==> src/rtl/me_search_ctrl_if.sv <==
// Request, candidate-SAD stream and best-match result bundle for me_search_ctrl.
// Derived widths are computed from the same geometry parameters the controller uses.
interface me_search_ctrl_if #(
  parameter int TB_W         = 16,
  parameter int TB_H         = 16,
  parameter int SW_W         = 64,
  parameter int SW_H         = 64,
  parameter int NUM_REF      = 1,
  parameter int PE_OUT_WIDTH = 8
);
  localparam int NX        = SW_W - TB_W + 1;
  localparam int NY        = SW_H - TB_H + 1;
  localparam int NCAND     = NX * NY * NUM_REF;
  localparam int SAD_WIDTH = $clog2(TB_W * TB_H) + PE_OUT_WIDTH;
  localparam int MVX_W     = (NX > 1) ? $clog2(NX) : 1;
  localparam int MVY_W     = (NY > 1) ? $clog2(NY) : 1;
  localparam int REF_W     = (NUM_REF > 1) ? $clog2(NUM_REF) : 1;
  localparam int CNT_WIDTH = $clog2(NCAND + 1);

  logic                 req;
  logic                 early_en;
  logic [SAD_WIDTH-1:0] early_thr;
  logic [SAD_WIDTH-1:0] sad;
  logic                 sad_valid;
  logic                 pe_clr;
  logic                 busy;
  logic                 res_valid;
  logic                 res_ready;
  logic [SAD_WIDTH-1:0] min_sad;
  logic [MVX_W-1:0]     min_mv_x;
  logic [MVY_W-1:0]     min_mv_y;
  logic [REF_W-1:0]     min_ref;
  logic                 early_hit;
  logic [CNT_WIDTH-1:0] cand_cnt;

  modport master (
    output req, early_en, early_thr, sad, sad_valid, res_ready,
    input  pe_clr, busy, res_valid, min_sad, min_mv_x, min_mv_y, min_ref, early_hit, cand_cnt
  );

  modport slave (
    input  req, early_en, early_thr, sad, sad_valid, res_ready,
    output pe_clr, busy, res_valid, min_sad, min_mv_x, min_mv_y, min_ref, early_hit, cand_cnt
  );
endinterface

==> src/rtl/me_search_ctrl.sv <==
// Full-search sequencer: walks the window in raster order over all references,
// tracks the strict minimum SAD with its position, optional threshold early exit.
module me_search_ctrl #(
  parameter int TB_W         = 16,
  parameter int TB_H         = 16,
  parameter int SW_W         = 64,
  parameter int SW_H         = 64,
  parameter int NUM_REF      = 1,
  parameter int PE_OUT_WIDTH = 8
) (
  input  logic            clk,
  input  logic            rst,
  me_search_ctrl_if.slave bus
);
  localparam int NX        = SW_W - TB_W + 1;
  localparam int NY        = SW_H - TB_H + 1;
  localparam int NCAND     = NX * NY * NUM_REF;
  localparam int SAD_WIDTH = $clog2(TB_W * TB_H) + PE_OUT_WIDTH;
  localparam int MVX_W     = (NX > 1) ? $clog2(NX) : 1;
  localparam int MVY_W     = (NY > 1) ? $clog2(NY) : 1;
  localparam int REF_W     = (NUM_REF > 1) ? $clog2(NUM_REF) : 1;
  localparam int CNT_WIDTH = $clog2(NCAND + 1);

  localparam logic [MVX_W-1:0] X_LAST = MVX_W'(NX - 1);
  localparam logic [MVY_W-1:0] Y_LAST = MVY_W'(NY - 1);
  localparam logic [REF_W-1:0] R_LAST = REF_W'(NUM_REF - 1);

  localparam logic [1:0] S_IDLE   = 2'd0;
  localparam logic [1:0] S_SEARCH = 2'd1;
  localparam logic [1:0] S_DONE   = 2'd2;

  logic [1:0]           state;
  logic [MVX_W-1:0]     x_cnt;
  logic [MVY_W-1:0]     y_cnt;
  logic [REF_W-1:0]     ref_cnt;
  logic [CNT_WIDTH-1:0] cand_q;
  logic                 early_en_q;
  logic [SAD_WIDTH-1:0] early_thr_q;
  logic                 pe_clr_q;
  logic                 early_hit_q;
  logic [SAD_WIDTH-1:0] min_sad_q;
  logic [MVX_W-1:0]     min_x_q;
  logic [MVY_W-1:0]     min_y_q;
  logic [REF_W-1:0]     min_ref_q;

  logic better;
  logic at_last;
  logic thr_hit;

  // cand_q == 0 marks the first candidate, which must load regardless of the stale minimum
  assign better  = (cand_q == '0) || (bus.sad < min_sad_q);
  assign at_last = (x_cnt == X_LAST) && (y_cnt == Y_LAST) && (ref_cnt == R_LAST);
  assign thr_hit = early_en_q && (bus.sad <= early_thr_q);

  always_ff @(posedge clk or posedge rst) begin
    if (rst) begin
      state       <= S_IDLE;
      x_cnt       <= '0;
      y_cnt       <= '0;
      ref_cnt     <= '0;
      cand_q      <= '0;
      early_en_q  <= 1'b0;
      early_thr_q <= '0;
      pe_clr_q    <= 1'b0;
      early_hit_q <= 1'b0;
      min_sad_q   <= '1;
      min_x_q     <= '0;
      min_y_q     <= '0;
      min_ref_q   <= '0;
    end else begin
      pe_clr_q <= 1'b0;
      case (state)
        S_IDLE: begin
          if (bus.req) begin
            state       <= S_SEARCH;
            early_en_q  <= bus.early_en;
            early_thr_q <= bus.early_thr;
            x_cnt       <= '0;
            y_cnt       <= '0;
            ref_cnt     <= '0;
            cand_q      <= '0;
            early_hit_q <= 1'b0;
            pe_clr_q    <= 1'b1;
          end
        end
        S_SEARCH: begin
          if (bus.sad_valid) begin
            cand_q <= cand_q + CNT_WIDTH'(1);
            if (better) begin
              min_sad_q <= bus.sad;
              min_x_q   <= x_cnt;
              min_y_q   <= y_cnt;
              min_ref_q <= ref_cnt;
            end
            if (x_cnt == X_LAST) begin
              x_cnt <= '0;
              if (y_cnt == Y_LAST) begin
                y_cnt   <= '0;
                ref_cnt <= ref_cnt + REF_W'(1);
              end else begin
                y_cnt <= y_cnt + MVY_W'(1);
              end
            end else begin
              x_cnt <= x_cnt + MVX_W'(1);
            end
            if (at_last || thr_hit) begin
              state       <= S_DONE;
              early_hit_q <= thr_hit;
            end
          end
        end
        S_DONE: begin
          if (bus.res_ready) state <= S_IDLE;
        end
        default: state <= S_IDLE;
      endcase
    end
  end

  assign bus.pe_clr    = pe_clr_q;
  assign bus.busy      = (state != S_IDLE);
  assign bus.res_valid = (state == S_DONE);
  assign bus.min_sad   = min_sad_q;
  assign bus.min_mv_x  = min_x_q;
  assign bus.min_mv_y  = min_y_q;
  assign bus.min_ref   = min_ref_q;
  assign bus.early_hit = early_hit_q;
  assign bus.cand_cnt  = cand_q;
endmodule
==> src/flat_wrapper.sv <==
// flat-port wrapper written by rule: the top's interface ports become plain ports
module me_search_ctrl_flat 
#(
  parameter int TB_W         = 16,
  parameter int TB_H         = 16,
  parameter int SW_W         = 64,
  parameter int SW_H         = 64,
  parameter int NUM_REF      = 1,
  parameter int PE_OUT_WIDTH = 8
)
  (clk, rst, bus_req, bus_early_en, bus_early_thr, bus_sad, bus_sad_valid, bus_res_ready, bus_pe_clr, bus_busy, bus_res_valid, bus_min_sad, bus_min_mv_x, bus_min_mv_y, bus_min_ref, bus_early_hit, bus_cand_cnt);
  me_search_ctrl_if #(.TB_W(TB_W), .TB_H(TB_H), .SW_W(SW_W), .SW_H(SW_H), .NUM_REF(NUM_REF), .PE_OUT_WIDTH(PE_OUT_WIDTH)) bus_i ();
  input  logic clk;
  input  logic rst;
  input wire logic [$bits(bus_i.req)-1:0] bus_req;
  input wire logic [$bits(bus_i.early_en)-1:0] bus_early_en;
  input wire logic [$bits(bus_i.early_thr)-1:0] bus_early_thr;
  input wire logic [$bits(bus_i.sad)-1:0] bus_sad;
  input wire logic [$bits(bus_i.sad_valid)-1:0] bus_sad_valid;
  input wire logic [$bits(bus_i.res_ready)-1:0] bus_res_ready;
  output wire logic [$bits(bus_i.pe_clr)-1:0] bus_pe_clr;
  output wire logic [$bits(bus_i.busy)-1:0] bus_busy;
  output wire logic [$bits(bus_i.res_valid)-1:0] bus_res_valid;
  output wire logic [$bits(bus_i.min_sad)-1:0] bus_min_sad;
  output wire logic [$bits(bus_i.min_mv_x)-1:0] bus_min_mv_x;
  output wire logic [$bits(bus_i.min_mv_y)-1:0] bus_min_mv_y;
  output wire logic [$bits(bus_i.min_ref)-1:0] bus_min_ref;
  output wire logic [$bits(bus_i.early_hit)-1:0] bus_early_hit;
  output wire logic [$bits(bus_i.cand_cnt)-1:0] bus_cand_cnt;
  assign bus_i.req = bus_req;
  assign bus_i.early_en = bus_early_en;
  assign bus_i.early_thr = bus_early_thr;
  assign bus_i.sad = bus_sad;
  assign bus_i.sad_valid = bus_sad_valid;
  assign bus_i.res_ready = bus_res_ready;
  assign bus_pe_clr = bus_i.pe_clr;
  assign bus_busy = bus_i.busy;
  assign bus_res_valid = bus_i.res_valid;
  assign bus_min_sad = bus_i.min_sad;
  assign bus_min_mv_x = bus_i.min_mv_x;
  assign bus_min_mv_y = bus_i.min_mv_y;
  assign bus_min_ref = bus_i.min_ref;
  assign bus_early_hit = bus_i.early_hit;
  assign bus_cand_cnt = bus_i.cand_cnt;
  me_search_ctrl #(.TB_W(TB_W), .TB_H(TB_H), .SW_W(SW_W), .SW_H(SW_H), .NUM_REF(NUM_REF), .PE_OUT_WIDTH(PE_OUT_WIDTH)) u_core (.clk(clk), .rst(rst), .bus(bus_i));
endmodule
==> config.mk <==
export PLATFORM = sky130hd
export DESIGN_NAME = me_search_ctrl_flat
export DESIGN_NICKNAME = d
export VERILOG_FILES = /design/src/rtl/me_search_ctrl_if.sv /design/src/rtl/me_search_ctrl.sv /design/src/flat_wrapper.sv
export SDC_FILE = /design/constraint.sdc
export NUM_CORES = 1
export LEC_CHECK = 0
export CAP_MARGIN = 20
export CORE_MARGIN = 2
export CORE_UTILIZATION = 30
export DETAILED_ROUTE_END_ITERATION = 10
export GPL_ROUTABILITY_DRIVEN = 1
export HOLD_SLACK_MARGIN = 0.02
export PLACE_DENSITY = 0.56
export SYNTH_ARGS = -nofsm -noshare
export SYNTH_HDL_FRONTEND = slang
export SYNTH_SLANG_ARGS = --single-unit
==> constraint.sdc <==
create_clock -name clk -period 3.2 [get_ports clk]
set_input_delay 0.48 -clock clk [delete_from_list [all_inputs] [get_ports clk]]
set_output_delay 0.48 -clock clk [all_outputs]
set_load 0.02 [all_outputs]
==> run_results.csv, run 1 <==
group,metric,value,unit
worst_setup_path,ff2ff_setup_slack,0.59,ns
clock_tree,cts_tree,"done",
yosys,syn_inst,372,
yosys,ys_warn_count,0,
placed_design,place_area,5077,µm²
cells_and_area,n_antenna_cell,0,
route,top_layer,"met4",
worst_setup_path,worstSetupPathType,"in2reg",
route,met1Wirelength,4314,µm
worst_setup_path,critPathMaxFanout,21,
clock_tree,clk_pin_slew,0.06,ns
sta,finalHoldViolations,0,
power_and_ir_drop,leakagePower,2.430,nW
clock_tree,post_cts_resized,0,
worst_setup_path,crit_arrival,2.85,ns
clock_tree,cts-buffers-inserted,9,
sta,fin_crit,2.633,ns
hold_path,min_path_cells,1,
route,drc,0,
route,routed_via_density,4.556,
hold_path,whs_endpoint,"u_core.bus.min_mv_x[5]",
route,vias,2943,
power_and_ir_drop,power.share.switching,36.81,%
clock_tree,cts.sinks,75,
sta,final_max_slew_viol_count,0,
cells_and_area,nNetsFinal,540,
floorplanning,pin_count,83,
global_routing,grt.total_usage,13.71,%
worst_setup_path,critical-path-slowest-cell,"clkdlybuf4s50_1",
cells_and_area,layout-drive-gt1-share,17.45,%
route,drtPass1Iterations,4,
yosys,synth_edf_count,0,
yosys,ys_ff_latch,75,
clock_tree,cts_max_level,3,
route,wl_met2,4344,µm
power_and_ir_drop,switchingPower,1.751,mW
yosys,synth_flop_cell,"dfrtp_1",
floorplanning,start_util,30.45,%
worst_setup_path,reg2reg_from,"u_core.bus.min_sad[9]",
placed_design,dpl.cell_count,630,
power_and_ir_drop,powerDensity,888.0,nW/µm²
yosys,netlist_area,3984,µm²
worst_setup_path,path_cells,"clkdlybuf4s50_1 > ha_1 > a211oi_2 > o21bai_1 > a2111o_1 > a221oi_2 > o21ai_4 > buf_12 > mux2_4",
sta,finalCritPeriodShare,82.29,%
global_routing,grt_max_degree,33,
floorplanning,fp-row-count,42,
yosys,ys_types,44,
clock_tree,ctsHoldBuffers,0,
yosys,synth_nets,447,
yosys,ys_seq_area_share,47.61,%
cells_and_area,syn_to_final_growth,34.48,%
global_routing,antenna_found_initial,0,
sta,setup_tns,0,ns
worst_setup_path,r2r_end,"u_core.bus.min_mv_y[4]",
cells_and_area,stdcell_count,646,
floorplanning,die_area,14220,µm²
sta,skew,0.006060,ns
clock_tree,cts_root_buffer,"clkbuf_16",
floorplanning,die_height,119.2,µm
clock_tree,cts_setup_buffers,0,
power_and_ir_drop,ir_drop,0.3056,mV
placed_design,dp_hpwl,6751,µm
global_routing,grt_pass1_vias,2975,
placed_design,portBuffers,82,
worst_setup_path,required,3.42,ns
hold_path,hp-class,"reg2reg",
global_routing,overflow,0,
route,wire_per_inst,14.23,µm
route,wirelength,9192,µm
cells_and_area,stdcell_area,5358,µm²
route,met3_length,401,µm
sta,tightest_slew,0.7414,ns
floorplanning,core,13090,µm²
power_and_ir_drop,pwr-share-seq,34.7,%
power_and_ir_drop,clkPwrFrac,20.2,%
sta,maxSlewHeadroom,50.12,%
run_status,status,"completed",
route,ant_nets,0,
hold_path,min-delay-start,"u_core.bus.min_mv_x[5]",
global_routing,grt_pass1_wl,15210,µm
floorplanning,dieWidth,119.2,µm
yosys,ys_async_sr_fraction,100.0,%
power_and_ir_drop,combPwrFrac,45.2,%
yosys,syn_avg_cell_area,10.71,µm²
job,drv_cap,0,
worst_setup_path,startpoint_type,"input pin",
worst_setup_path,r2r_cells,9,
power_and_ir_drop,p_int,3.006,mW
sta,timing.fmax,379.7,MHz
sta,rsz0062_at_grt,"false",
route,drt_iter0_drc,72,
clock_tree,worstSkewPairLatency,0.34,ns
placed_design,pre_cts_ws,0.1834,ns
sta,setup_slack,0.5666,ns
sta,setup_viol,0,
worst_setup_path,cp-end-kind,"flip-flop",
clock_tree,clockBufferDepth,2,
placed_design,finalWeightedCongestion,0.7580,
worst_setup_path,slowest_delay,0.45,ns
-- critical path: cells and delay by family --
family	cells	cell delay, ns
compound gates	5	1.09
buf+inv	2	0.64
fa+ha+maj	1	0.33
mux	1	0.30
-- power by group through the flow --
stage,sequential [mW],combinational (mW),clock [mW]
6_report,1.65,2.15,0.959
5_1_grt,1.71,2.39,1.02
4_1_cts,1.66,2.18,0.988
3_5_place_dp,1.66,2.17,0
3_3_place_gp,1.66,2.14,0
2_1_floorplan,1.84,1.17,0
-- metal layers --
metal	up-vias	global-route usage [%]
li1	1459	-
met1	1414	17.23
met2	61	22.34
met3	9	4.071
met4	0	4.911
met5	-	0
-- logic make-up after synthesis --
kind of cell / Yosys count / share of synthesized area [%]
multiplexers: 32 / 9.987
XOR/XNOR: 17 / 3.738
adder cells (fa/ha/maj): 37 / 11.62
buffers and inverters: 50 / 5.245
AO/OA/AOI/OAI: 57 / 8.951
flip-flops: 75 / 47.61
AND/OR/NAND/NOR: 104 / 12.85
-- worst max-delay path by stage --
stage | start | endpoint | slack, ns
2_1_floorplan | u_core.bus.min_sad[9] | u_core.bus.min_mv_y[2] | 0.57
3_3_place_gp | bus_sad[2] | u_core.bus.min_mv_y[2] | 0.21
3_5_place_dp | bus_sad[2] | u_core.bus.min_mv_y[4] | 0.18
4_1_cts | bus_sad[2] | u_core.bus.min_mv_y[4] | 0.55
5_1_grt | bus_sad[2] | u_core.bus.min_mv_y[4] | 0.46
6_report | bus_sad[9] | u_core.bus.min_mv_y[4] | 0.57
-- synth_stat cells (all sizes together), types with 2 or more instances --
| master | count | area share, % |
|---|---|---|
| dfrtp | 59 | 37 |
| inv | 40 | 3.8 |
| ha | 37 | 12 |
| nand2 | 33 | 3.1 |
| mux2 | 32 | 10 |
| o21ai | 26 | 3.3 |
| nor2 | 25 | 2.4 |
| dfstp | 16 | 11 |
| xor2 | 15 | 3.3 |
| nand4 | 14 | 2.2 |
| a21oi | 12 | 1.5 |
| nand3 | 9 | 1.1 |
| buf | 5 | 1.0 |
| clkbuf | 5 | 0.47 |
| nor2b | 4 | 0.63 |
| and3 | 3 | 0.47 |
| o211ai | 3 | 0.57 |
| or2 | 3 | 0.47 |
| or3 | 3 | 0.47 |
| a2111o | 2 | 0.57 |
| a211oi | 2 | 0.50 |
| a21o | 2 | 0.38 |
| nand2b | 2 | 0.31 |
| nor3 | 2 | 0.25 |
| nor4 | 2 | 0.31 |
| o21a | 2 | 0.38 |
| xnor2 | 2 | 0.44 |
-- per-stage QoR --
stage          power, mW  hold slack (ns)  util [%]
2_1_floorplan      3.011           0.4849         -
5_1_grt            5.123           0.5192     40.94
3_5_place_dp       3.833           0.4932     38.80
4_1_cts            4.827           0.5142     40.94
3_3_place_gp       3.800           0.4947     38.80
6_report           4.758           0.5107     40.94
-- layout by cell type, fill, tap and decap left out, types with 3 or more instances in the layout --
cell type	count
nand3_1	9
or2_2	3
nor2b_1	4
xor2_1	15
inv_1	39
mux2_2	22
mux2_4	10
and3_1	3
nand4_1	14
buf_4	8
or3_1	3
clkbuf_16	9
clkinvlp_4	3
a21oi_1	12
dfstp_2	16
dfrtp_1	59
clkdlybuf4s50_1	82
o211ai_1	3
ha_1	37
nand2_1	33
o21ai_0	25
nor2_1	25
-- area by class of cell --
| cell class | instances | area, µm² |
|---|---|---|
| Fill cell | 1275 | 7727 |
| Sequential cell | 75 | 1897 |
| Multi-Input combinational cell | 247 | 1889 |
| Timing Repair Buffer | 92 | 920.9 |
| Clock buffer | 10 | 239.0 |
| Tap cell | 176 | 220.2 |
| Inverter | 40 | 150.1 |
| Clock inverter | 6 | 41.29 |
-- sequential cells by signal (all words and copies together) (netlist names) --
register and count:
u_core.bus.min_mv_y 6, u_core.bus.pe_clr 1, u_core.early_thr_q 16, u_core.x_cnt 6
u_core.bus.min_sad 16, u_core.early_en_q 1, u_core.ref_cnt 1, u_core.bus.cand_cnt 12
u_core.state 2, u_core.y_cnt 6, u_core.bus.early_hit 1, u_core.bus.min_ref 1
u_core.bus.min_mv_x 6
Note: power is estimated with default switching activity, not from simulation.
==> run 2, diff against run 1 <==
--- a/config.mk
+++ b/config.mk
@@ -11,7 +11,7 @@
 export DETAILED_ROUTE_END_ITERATION = 10
 export GPL_ROUTABILITY_DRIVEN = 1
 export HOLD_SLACK_MARGIN = 0.02
-export PLACE_DENSITY = 0.56
+export PLACE_DENSITY = 0.58
 export SYNTH_ARGS = -nofsm -noshare
 export SYNTH_HDL_FRONTEND = slang
 export SYNTH_SLANG_ARGS = --single-unit
==> constraint.sdc (replaced) <==
create_clock -name clk -period 2.2 [get_ports clk]
set_input_delay 0.33 -clock clk [delete_from_list [all_inputs] [get_ports clk]]
set_output_delay 0.33 -clock clk [all_outputs]
set_load 0.02 [all_outputs]
==> run_results.csv, run 2 (synthesized netlist as in run 1, its figures left out) <==
group,metric,value,unit
cells_and_area,syn_to_final_growth,46.55,%
worst_setup_path,reg2reg_from,"u_core.bus.min_sad[9]",
clock_tree,cts_root_buffer,"clkbuf_16",
cells_and_area,postLayoutCoreUtil,44.62,%
worst_setup_path,ff2ff_setup_slack,-0.25,ns
global_routing,grt.total_usage,14.68,%
worst_setup_path,cp-end-kind,"flip-flop",
cells_and_area,n_antenna_cell,0,
power_and_ir_drop,total_power,7.602,mW
sta,finalCritPeriodShare,111.2,%
worst_setup_path,r2r_cells,9,
sta,rsz0062_at_grt,"true",
global_routing,grt_max_degree,76,
clock_tree,cts-buffers-inserted,9,
worst_setup_path,crit_end,"u_core.bus.min_mv_y[3]",
worst_setup_path,critPathMaxFanout,14,
route,drtPass1Iterations,4,
floorplanning,core,13090,µm²
floorplanning,die_height,119.2,µm
floorplanning,fp-row-count,42,
cells_and_area,nNetsFinal,579,
clock_tree,clockBufferDepth,2,
job,drv_cap,0,
cells_and_area,layout-drive-gt1-share,26.57,%
floorplanning,die_area,14220,µm²
clock_tree,cts_max_level,3,
sta,tightest_slew,0.4157,ns
route,wire_per_inst,14.23,µm
worst_setup_path,worstSetupPathType,"reg2reg",
floorplanning,start_util,30.45,%
floorplanning,dieWidth,119.2,µm
sta,setup_slack,-0.2464,ns
cells_and_area,fillerInstances,1214,
clock_tree,cts.sinks,75,
route,routed_via_density,4.567,
cells_and_area,layout_commonest_cell,"clkdlybuf4s50_1",
clock_tree,cts_tree,"done",
placed_design,dp_hpwl,6990,µm
global_routing,antenna_found_initial,0,
global_routing,grt_pass1_wl,16420,µm
run_status,violations,"setup timing",
placed_design,portBuffers,82,
floorplanning,pin_count,83,
run_status,status,"finished with violations",
route,wirelength,9735,µm
worst_setup_path,startpoint_type,"flip-flop",
power_and_ir_drop,leakagePower,2.732,nW
global_routing,overflow,0,
sta,finalHoldViolations,0,
hold_path,hp-class,"in2reg",
cells_and_area,mostFrequentLayoutCells,"clkdlybuf4s50_1 (71), dfrtp_1 (59), buf_4 (45)",
sta,final_max_slew_viol_count,0,
worst_setup_path,crit_start,"u_core.bus.min_sad[9]",
global_routing,grt_pass1_vias,3323,
worst_setup_path,required,2.42,ns
clock_tree,ctsHoldBuffers,0,
power_and_ir_drop,ir_drop,0.7502,mV
sta,timing.fmax,408.8,MHz
sta,skew,0.004567,ns
sta,setup_viol,29,
sta,maxSlewHeadroom,72.29,%
power_and_ir_drop,powerDensity,1302,nW/µm²
route,ant_nets,0,
route,vias,3124,
clock_tree,clk_pin_slew,0.06,ns
worst_setup_path,crit_arrival,2.67,ns
route,drt_iter0_drc,127,
sta,fin_crit,2.446,ns
placed_design,finalWeightedCongestion,0.7783,
worst_setup_path,r2r_end,"u_core.bus.min_mv_y[3]",
route,drc,0,
clock_tree,worstSkewPairLatency,0.34,ns
run 2: cell count changes in the layout (fill, tap and decap cells not counted), moves of 2 or more:
| cell | change |
|---|---|
| inv_1 | -4 |
| dlymetal6s2s_1 | +10 |
| o21ai_0 | -2 |
| inv_2 | +3 |
| clkbuf_1 | +2 |
| ha_4 | +7 |
| clkdlybuf4s50_1 | -11 |
| clkinvlp_4 | -2 |
| ha_1 | -8 |
| buf_4 | +37 |
run 2: power by group:
group	internal, mW	total (mW)	leakage, nW	switching (mW)
logic	1.99	3.73	1.66	1.75
registers	2.01	2.38	0.931	0.377
clock network	0.933	1.49	0.146	0.553
total	4.93	7.60	2.73	2.68
run 2: per-layer routing:
layer,share of wire [%],global-route usage [%],vias to the layer above
met4,1.8,6.324,0
met5,0,0,-
li1,-,-,1548
met2,48,23.89,61
met1,46,18.37,1503
met3,4.1,3.879,12
run 2: worst min path at each step:
| stage | depth (start not counted) | start | endpoint | slack [ns] |
|---|---|---|---|---|
| after floorplan | 1 | bus_sad_valid | u_core.state[0] | 0.44 |
| after global placement | 1 | u_core.bus.min_mv_x[4] | u_core.bus.min_mv_x[4] | 0.50 |
| after detailed placement | 1 | u_core.bus.min_mv_x[2] | u_core.bus.min_mv_x[2] | 0.49 |
| after CTS | 3 | rst | u_core.early_thr_q[10] | 0.48 |
| after global routing | 2 | bus_sad[13] | u_core.bus.min_sad[13] | 0.39 |
| final | 3 | bus_sad[1] | u_core.bus.min_sad[1] | 0.39 |
run 2: metrics by stage:
stage | hold slack (ns) | cells | instance area (µm²) | TNS [ns] | setup WS [ns]
5_1_grt | 0.3927 | 684 | 5838 | -7.643 | -0.3120
2_1_floorplan | 0.4402 | 372 | 4006 | -4.492 | -0.2742
4_1_cts | 0.4784 | 683 | 5747 | -6.103 | -0.2569
6_report | 0.3932 | 684 | 5838 | -5.740 | -0.2464
3_3_place_gp | 0.4971 | 666 | 5379 | -15.68 | -0.5456
3_5_place_dp | 0.4926 | 666 | 5379 | -18.17 | -0.6296
run 2: final cells by class:
type	instances	area [µm²]	area share (%)
clock buffer	13	260.3	4.458
tap	176	220.2	3.772
inverter	40	153.9	2.636
multi-input combinational	247	2018	34.57
clock inverter	2	35.03	0.6001
sequential	75	1897	32.49
timing repair buffer	131	1254	21.47
run 2: worst max-delay path: stages, from the launching register on:
cell and delay [ns]:
dfstp_2 0.53, inv_2 0.04, ha_4 0.21, a211oi_2 0.17, o21bai_1 0.09, a2111o_1 0.43, a221oi_4 0.29, o21ai_4 0.12
buf_12 0.17, mux2_4 0.29
run 2: timing repair:
action,4_1_cts,5_1_grt
gates resized for setup,11,17
buffers inserted,2,1
setup endpoints to repair,30,32
hold endpoints to repair,0,0
pin swaps,5,8
==> run 3, diff against run 2 <==
--- a/config.mk
+++ b/config.mk
@@ -5,13 +5,16 @@
 export SDC_FILE = /design/constraint.sdc
 export NUM_CORES = 1
 export LEC_CHECK = 0
+export ABC_AREA = 1
+export ABC_CLOCK_PERIOD_IN_PS = 2200
 export CAP_MARGIN = 20
 export CORE_MARGIN = 2
 export CORE_UTILIZATION = 30
 export DETAILED_ROUTE_END_ITERATION = 10
 export GPL_ROUTABILITY_DRIVEN = 1
 export HOLD_SLACK_MARGIN = 0.02
-export PLACE_DENSITY = 0.58
+export PLACE_DENSITY = 0.57
+export SKIP_CTS_REPAIR_TIMING = 1
 export SYNTH_ARGS = -nofsm -noshare
 export SYNTH_HDL_FRONTEND = slang
 export SYNTH_SLANG_ARGS = --single-unit
==> run_results.csv, run 3 <==
group,metric,value,unit
yosys,syn_avg_cell_area,8.282,µm²
clock_tree,cts_max_level,3,
floorplanning,fp-row-count,42,
clock_tree,cts-buffers-inserted,9,
clock_tree,clockBufferDepth,2,
worst_setup_path,path_cells,"clkdlybuf4s50_1 > ha_1 > nand2_1 > nor3_1 > buf_4 > nand2_1 > nand2_1 > nand2_1 > nand2_1 > nand3_1 > nand3_1 > nand2_1",
yosys,ys_async_sr_fraction,100.0,%
yosys,synth_top_area_cell,"dfrtp_1",
route,wire_per_inst,13.29,µm
yosys,synth.top_cell.area_share,35.73,%
route,routed_via_density,4.646,
worst_setup_path,reg2reg_from,"u_core.bus.min_sad[13]",
sta,rsz0062_at_grt,"false",
worst_setup_path,critical-path-slowest-cell,"clkdlybuf4s50_1",
sta,skew,0.007741,ns
route,drc,0,
floorplanning,start_util,30.96,%
cells_and_area,fillerInstances,1331,
job,drv_cap,0,
clock_tree,cts_tree,"done",
power_and_ir_drop,total_power,7.418,mW
route,drtPass1Iterations,4,
cells_and_area,layout_commonest_cell,"nand2_1",
clock_tree,clk_pin_slew,0.06,ns
placed_design,pre_cts_ws,-0.1848,ns
yosys,synth_common_cells,"nand2_1 (138), inv_1 (62), dfrtp_1 (59)",
sta,tightest_slew,0.4180,ns
worst_setup_path,startpoint_type,"input pin",
route,met3_length,707,µm
sta,setup_viol,0,
cells_and_area,n_antenna_cell,0,
worst_setup_path,critical_path.top_delay_family,"simple AND/OR/NAND/NOR gates",
yosys,synth_edf_count,0,
cells_and_area,stdcell_count,782,
yosys,netlist_area,4133,µm²
worst_setup_path,crit_arrival,2.24,ns
yosys,ys_ff_latch,75,
global_routing,grt_pass1_wl,17370,µm
yosys,synth_nets,574,
worst_setup_path,r2r_cells,13,
route,wirelength,10400,µm
yosys,syn_inst,499,
sta,finalHoldViolations,0,
clock_tree,cts.sinks,75,
route,top_layer,"met4",
worst_setup_path,worstSetupPathType,"in2reg",
route,ant_nets,0,
global_routing,grt_pass1_vias,3624,
sta,finalCritPeriodShare,91.33,%
hold_path,hp-class,"in2async",
cells_and_area,mostFrequentLayoutCells,"nand2_1 (135), clkdlybuf4s50_1 (82), inv_1 (61)",
sta,whs,0.3517,ns
worst_setup_path,r2r_end,"u_core.bus.min_mv_x[1]",
yosys,synth_flop_cell,"dfrtp_1",
worst_setup_path,crit_start,"bus_sad[15]",
global_routing,antenna_found_initial,0,
yosys,synth.most_common_cell,"nand2_1",
power_and_ir_drop,powerDensity,1305,nW/µm²
clock_tree,worstSkewPairLatency,0.33,ns
yosys,ys_types,34,
cells_and_area,layout-drive-gt1-share,12.54,%
worst_setup_path,cp-end-kind,"flip-flop",
worst_setup_path,crit_end,"u_core.bus.early_hit",
route,wl_met2,4703,µm
cells_and_area,stdcell_area,5687,µm²
placed_design,dp_hpwl,7879,µm
power_and_ir_drop,ir_drop,0.5301,mV
sta,setup_slack,0.1907,ns
worst_setup_path,cp.depth,12,
sta,maxSlewHeadroom,72.07,%
sta,fin_crit,2.009,ns
route,vias,3633,
worst_setup_path,path_common_cell,"nand2_1",
worst_setup_path,critPathMaxFanout,3,
floorplanning,core,13350,µm²
global_routing,grt_max_degree,40,
worst_setup_path,required,2.43,ns
global_routing,grt.total_usage,14.86,%
cells_and_area,nNetsFinal,676,
worst_setup_path,slowest_delay,0.50,ns
placed_design,dpl.cell_count,765,
floorplanning,die_height,121.4,µm
placed_design,finalWeightedCongestion,0.8340,
cells_and_area,syn_to_final_growth,37.60,%
floorplanning,dieWidth,121.4,µm
run_status,status,"completed",
worst_setup_path,ff2ff_setup_slack,0.22,ns
yosys,ys_seq_area_share,45.90,%
route,drt_iter0_drc,215,
clock_tree,cts_root_buffer,"clkbuf_16",
floorplanning,die_area,14730,µm²
global_routing,overflow,0,
yosys,synth_area_leaders,"dfrtp_1 (36%), nand2_1 (13%), ha_1 (11%), dfstp_2 (10%), inv_1 (5.6%)",
placed_design,portBuffers,82,
sta,timing.fmax,497.7,MHz
placed_design,place_area,5308,µm²
route,met1Wirelength,4866,µm
floorplanning,pin_count,83,
worst_setup_path,cp_num_buf_inv,2,
power_and_ir_drop,leakagePower,2.734,nW
yosys,ys_warn_count,0,
sta,final_max_slew_viol_count,0,
-- run 3: worst reg2reg max path, cell delays in order, from the launching register on --
cell,delay (ns)
dfstp_2,0.55
inv_1,0.05
ha_1,0.30
nand2_1,0.07
inv_1,0.03
o21ai_0,0.13
nand2_1,0.08
a21oi_1,0.15
nand2_2,0.09
nand2_4,0.10
nand2_4,0.06
buf_12,0.16
nand2_1,0.07
nand2_1,0.04
-- run 3: where the power goes --
group | switching (mW) | internal, mW
registers | 0.363 | 1.99
clock network | 0.579 | 1.11
logic | 1.97 | 1.41
-- run 3: kinds of logic (layout without fill, tap and decap cells) --
group                      after synthesis  in the layout  synth area share, %
DFF                                     75             75                45.90
and+or+nand+nor                        241            241                26.85
AOI/OAI and AO/OA                       66             66                8.295
buffers and inverters                   80            187                7.750
adders and majority gates               37             37                11.20
-- run 3: how the worst min path moves through the flow --
| stage | slack (ns) | start | endpoint |
|---|---|---|---|
| 6_report | 0.35 | rst | u_core.early_thr_q[15] |
| 5_1_grt | 0.37 | rst | u_core.early_thr_q[15] |
| 4_1_cts | 0.36 | rst | u_core.early_thr_q[15] |
| 3_5_place_dp | 0.46 | u_core.bus.early_hit | u_core.bus.early_hit |
| 3_3_place_gp | 0.46 | u_core.bus.min_sad[13] | u_core.bus.min_sad[13] |
| 2_1_floorplan | 0.42 | bus_res_ready | u_core.state[1] |
-- run 3: metrics by stage --
stage / util, % / setup TNS (ns)
4_1_cts: 42.32 / 0
6_report: 42.60 / 0
2_1_floorplan: - / 0
5_1_grt: 42.60 / 0
3_3_place_gp: 39.76 / -2.059
3_5_place_dp: 39.76 / -3.207
-- run 3: metal layers --
metal / up-vias / track usage [%]
li1: 1829 / -
met1: 1711 / 19.18
met2: 85 / 24.05
met3: 8 / 4.746
met4: 0 / 3.951
met5: - / 0
-- run 3: cell type report --
| type | instances | area (µm²) | area share [%] |
|---|---|---|---|
| multi-input cells | 344 | 1942 | 34.15 |
| flip-flops and latches | 75 | 1897 | 33.36 |
| repair buffers | 105 | 1035 | 18.20 |
| inverters | 66 | 251.5 | 4.422 |
| clock buffers | 10 | 229.0 | 4.026 |
| well taps | 176 | 220.2 | 3.872 |
| clock inverters | 6 | 112.6 | 1.980 |
